`src/rtl/decoder_scan_n_pkg.sv`:
```
// Shared encodings for the scanning one-hot decoder.
package decoder_scan_n_pkg;

    localparam logic MODE_DIRECT = 1'b0;
    localparam logic MODE_SCAN   = 1'b1;

    typedef enum logic [1:0] {
        ST_IDLE   = 2'd0,
        ST_DIRECT = 2'd1,
        ST_SCAN   = 2'd2
    } state_t;

    // Map a logical "selected" bit onto the physical output level.
    function automatic logic pol_bit(input logic active, input logic active_low);
        return active ^ active_low;
    endfunction

endpackage

```
`src/rtl/decoder_scan_n_onehot_dec.sv`:
```
// Combinational N-to-2^N one-hot decoder with enable and output polarity.
module onehot_dec
    import decoder_scan_n_pkg::*;
#(
    parameter int N          = 2,
    parameter bit ACTIVE_LOW = 1'b0
) (
    input  logic            en,
    input  logic [N-1:0]    sel,
    output logic [2**N-1:0] y
);

    localparam int OUT_W = 2**N;

    // One bit active for the selected index; all inactive when disabled.
    always_comb begin
        y = '0;
        for (int i = 0; i < OUT_W; i++) begin
            y[i] = pol_bit(en && (sel == N'(i)), ACTIVE_LOW);
        end
    end

endmodule

```
`src/rtl/decoder_scan_n.sv`:
```
// Registered one-hot decoder with direct-select and timed scan modes.
module decoder_scan_n
    import decoder_scan_n_pkg::*;
#(
    parameter int N          = 2,
    parameter bit ACTIVE_LOW = 1'b0,
    parameter int DWELL      = 4
) (
    input  logic            clk,
    input  logic            rst,
    input  logic            en,
    input  logic            mode,
    input  logic [N-1:0]    sel,
    input  logic            sel_valid,
    output logic [2**N-1:0] y,
    output logic [N-1:0]    idx,
    output logic            out_valid,
    output logic            wrap
);

    localparam int OUT_W = 2**N;
    localparam int DW_W  = (DWELL > 1) ? $clog2(DWELL) : 1;
    localparam logic [DW_W-1:0] DW_LAST  = DW_W'(DWELL - 1);
    localparam logic [N-1:0]    IDX_LAST = N'(OUT_W - 1);

    state_t            state_q, state_d;
    logic [N-1:0]      idx_q, idx_d;
    logic [DW_W-1:0]   dwell_q, dwell_d;
    logic              out_valid_q, out_valid_d;
    logic              wrap_q, wrap_d;
    logic [OUT_W-1:0]  y_q, y_d;

    // Next-state logic: the state entered at this edge decides the update.
    always_comb begin
        state_d     = state_q;
        idx_d       = idx_q;
        dwell_d     = dwell_q;
        out_valid_d = out_valid_q;
        wrap_d      = 1'b0;
        if (!en) begin
            state_d     = ST_IDLE;
            out_valid_d = 1'b0;
        end else if (mode == MODE_SCAN) begin
            state_d     = ST_SCAN;
            out_valid_d = 1'b1;
            if (state_q != ST_SCAN) begin
                // Entry: show current idx and start a fresh dwell.
                dwell_d = '0;
            end else if (dwell_q == DW_LAST) begin
                dwell_d = '0;
                idx_d   = idx_q + N'(1);
                wrap_d  = (idx_q == IDX_LAST);
            end else begin
                dwell_d = dwell_q + DW_W'(1);
            end
        end else begin
            state_d = ST_DIRECT;
            dwell_d = '0;
            if (sel_valid) begin
                idx_d       = sel;
                out_valid_d = 1'b1;
            end
        end
    end

    // y is always derived from the next idx/valid, so it can never lag idx.
    onehot_dec #(
        .N          (N),
        .ACTIVE_LOW (ACTIVE_LOW)
    ) u_dec (
        .en  (out_valid_d),
        .sel (idx_d),
        .y   (y_d)
    );

    // FSM and output registers.
    always_ff @(posedge clk or posedge rst) begin
        if (rst) begin
            state_q     <= ST_IDLE;
            idx_q       <= '0;
            dwell_q     <= '0;
            out_valid_q <= 1'b0;
            wrap_q      <= 1'b0;
            y_q         <= {OUT_W{ACTIVE_LOW}};
        end else begin
            state_q     <= state_d;
            idx_q       <= idx_d;
            dwell_q     <= dwell_d;
            out_valid_q <= out_valid_d;
            wrap_q      <= wrap_d;
            y_q         <= y_d;
        end
    end

    assign y         = y_q;
    assign idx       = idx_q;
    assign out_valid = out_valid_q;
    assign wrap      = wrap_q;

endmodule

```
`config.mk`:
```
export PLATFORM = sky130hd
export DESIGN_NAME = decoder_scan_n
export DESIGN_NICKNAME = d
export VERILOG_FILES = /design/src/rtl/decoder_scan_n_pkg.sv /design/src/rtl/decoder_scan_n_onehot_dec.sv /design/src/rtl/decoder_scan_n.sv
export SDC_FILE = /design/constraint.sdc
export NUM_CORES = 1
export LEC_CHECK = 0
export BUFFER_PORTS_ARGS = -buffer_cell sky130_fd_sc_hd__buf_2
export CAP_MARGIN = 10
export CORE_AREA = 2 2 39 41
export CTS_CLUSTER_SIZE = 24
export DETAILED_ROUTE_END_ITERATION = 6
export DIE_AREA = 0 0 41 43
export GPL_ROUTABILITY_DRIVEN = 0
export PLACE_DENSITY = 0.67
export SLEW_MARGIN = 15
export SYNTH_ARGS = -nofsm -noshare
export SYNTH_HDL_FRONTEND = slang
export SYNTH_SLANG_ARGS = --single-unit
```
`constraint.sdc`:
```
create_clock -name clk -period 2.3 [get_ports clk]
set_input_delay 0.46 -clock clk [delete_from_list [all_inputs] [get_ports clk]]
set_output_delay 0.46 -clock clk [all_outputs]
set_load 0.02 [all_outputs]
```
==> run metrics <==
Max Cap Viol 0; crit-path max cell delay 420 ps; status finished clean; pwr/cell area 725.8 mW/mm^2; Reg power frac 0.473; power share of the combinational group 0.188; Synth Net Count 60; #FFs+latches synth 12; Area growth syn-to-layout 21.09%; Resize count post-CTS 0; Period minus WS final between 1500 and 2000 ps; placed cell count 79; RSZ-0062 raised after global routing no; drt total wl 1057 um; Die Span Y approximately 43 um; DRC viols 0; Site Rows 14; sequential share of the synthesized area 0.5217; largest net degree at the start of global routing 13; filler cell count 130; Die X 41 um; WP buf/inv 0; Die ar. 0.001763 mm^2; Num CTS Buffers 3; fmax between 0.6 and 0.7 GHz; yosys warns 0; Rel. slew slack 0.7053; Tot GR Track Use 0.1658; final non-filler cell total 83; Final ANT Viol Nets 0; cell-internal power around 0.36 mW; critical-path cell with the highest stage delay dfrtp_1; worst path cell trace ha_1, nand3b_1, mux2i_1, a211oi_2, nor3b_1; worst skew pair latency 280 ps; synthesized netlist cell count 50; Hold Path Class in2async; critical-path maximum fanout 5; drt pass-1 iters 4; flop2flop setup slack between 700 and 800 ps; CTS Hold Buffers Added 0; vias in the first global route 411; CP arrival approximately 1800 ps; maximum VDD drop 0.3791 mV; Synth cell types 24; Starting DRT DRC Count 6; CP Data Required Time 2490 ps; Setup violations, final 0; leakage 0.3507 nW; CTS root buffer clkbuf_4; Setup Crit Path Kind reg2reg; layout cells sized above 1 0.3582; via/cell ratio between 5 and 6; GRT overflow 0; final hold viol count 0; clock share of power 0.340; CP endpoint kind register; fin nets 78; Register Area 300.3 um^2; initial antenna violation count 0; Slew @ Worst Pin 441.6 ps; Final HPWL DP 794.5 um; Post-CTS Setup Repair Bufs 0; clock-pin transition on the worst setup and hold timing paths 90 ps; setup TNS 0 ps; Post-Syn Area 575.6 um^2; Final period util 0.6914; routed wire length per instance 12.73 um; Setup Skew between 10 and 15 ps; CTS max path bufs 2; sink count of the clock tree 12; first-pass GRT wire length 1863 um; Critical Path Start Type register; H-tree depth 1; critical path's top delay family flip-flops; via count 420; diodes inserted 0; core area 0.001384 mm^2; Post-Syn Area per Cell 11.51 um^2; Slew Viols, Final 0; Initial Util 0.4159; sw power 0.1450 mW; clock tree from TritonCTS built; Multi-input gate area 255.2 um^2; worst-case reg-to-reg path depth 5; Critical Path Stages 5; Sw Ratio 0.2866; PortBufs 14; I/O Pins 15
[layout by cell type (no fill, tap or decap)]
| cell | netlist | final |
|---|---|---|
| a211oi_2 | 1 | 1 |
| a21oi_1 | 2 | 2 |
| a311oi_4 | 1 | 1 |
| and2_2 | 1 | 1 |
| and3_1 | 1 | 1 |
| and3b_4 | 1 | 1 |
| buf_2 | 1 | 14 |
| clkbuf_4 | 0 | 3 |
| clkbuf_8 | 0 | 1 |
| dfrtp_1 | 12 | 12 |
| ha_1 | 3 | 3 |
| inv_1 | 4 | 4 |
| mux2i_1 | 1 | 1 |
| nand2_1 | 5 | 5 |
| nand3_1 | 1 | 1 |
| nand3b_1 | 3 | 3 |
| nor2_1 | 2 | 2 |
| nor2b_1 | 1 | 1 |
| nor2b_2 | 1 | 1 |
| nor3_1 | 1 | 1 |
| nor3b_1 | 1 | 1 |
| nor3b_2 | 1 | 1 |
| o21ai_1 | 2 | 2 |
| o22ai_1 | 1 | 1 |
| or2_1 | 2 | 2 |
| or4b_1 | 1 | 1 |
[state kept, by name (all words and copies together) (netlist names)]
register   count
out_valid      1
idx            2
dwell_q        2
y              4
wrap           1
state_q        2
[through the flow]
step | hold WS (ps) | utilization | instance area [um^2] | power (mW) | setup slack (ps)
detailed placement | 491.0 | 0.4774 | 660.6 | 0.3394 | 698.6
floorplan | 324.7 | - | 575.6 | 0.3079 | 835.0
global placement | 491.7 | 0.4774 | 660.6 | 0.3372 | 710.2
CTS | 183.4 | 0.5036 | 696.9 | 0.5121 | 689.6
global route | 209.2 | 0.5036 | 696.9 | 0.5354 | 552.7
finish | 159.5 | 0.5036 | 696.9 | 0.5059 | 709.7
[power groups by stage]
stage / Combinational (mW) / Clock (mW) / Sequential [mW]
finish: 0.0950 / 0.172 / 0.239
global route: 0.106 / 0.187 / 0.242
detailed placement: 0.0963 / 0 / 0.243
floorplan: 0.0493 / 0 / 0.259
CTS: 0.0965 / 0.177 / 0.239
global placement: 0.0935 / 0 / 0.244
[logic make-up (layout without fill, tap and decap cells)]
kind of cell	after synthesis	after routing	synth area share
simple gates	22	22	0.2478
fa+ha+maj	3	3	0.06522
compound gates	7	7	0.1131
flops	12	12	0.5217
buf+inv	5	22	0.03477
mux	1	1	0.01739
[Yosys cell counts]
cell type  count  share of area
nand3b_1       3          0.039
buf_2          1         0.0087
nand2_1        5          0.033
inv_1          4          0.026
nor2_1         2          0.013
and2_2         1          0.013
and3b_4        1          0.022
dfrtp_1       12           0.52
nor2b_1        1          0.011
a311oi_4       1          0.046
or2_1          2          0.022
nor3b_1        1          0.013
a21oi_1        2          0.017
o21ai_1        2          0.017
nor2b_2        1          0.015
nand3_1        1         0.0087
a211oi_2       1          0.022
nor3b_2        1          0.022
o22ai_1        1          0.011
mux2i_1        1          0.017
ha_1           3          0.065
or4b_1         1          0.017
and3_1         1          0.011
nor3_1         1         0.0087
[final timing paths]
path | from | to
min in group clk | mode | state_q[0]$_DFF_PP0_
worst min register to register | dwell_q[0]$_DFFE_PP0P_ | dwell_q[0]$_DFFE_PP0P_
worst max register to register | dwell_q[0]$_DFFE_PP0P_ | y[1]$_DFF_PP0_
max in group asynchronous | rst | state_q[0]$_DFF_PP0_
worst min-delay path | rst | state_q[1]$_DFF_PP0_
worst max-delay path | dwell_q[0]$_DFFE_PP0P_ | y[1]$_DFF_PP0_
[cell type report]
type,count,share of cell area
sequential,12,0.4309
tap,16,0.02873
clock buffer,4,0.05206
inverter,4,0.02154
timing repair buffer,14,0.1005
multi-input combinational,33,0.3662
[metal layers]
metal  vias to the layer above  share of wire  global-route usage
li1                        207              -                   -
met1                       202           0.45              0.2047
met2                         7           0.49              0.2250
met3                         4          0.038             0.07853
met4                         0          0.023              0.1000
met5                         -              0                   0
[worst register-to-register path, stage by stage (launching register included)]
cell and delay (ps):
dfrtp_1 420, ha_1 230, nand3b_1 110, mux2i_1 90, a211oi_2 390, nor3b_1 240
Note: power is estimated with default switching activity, not from simulation.
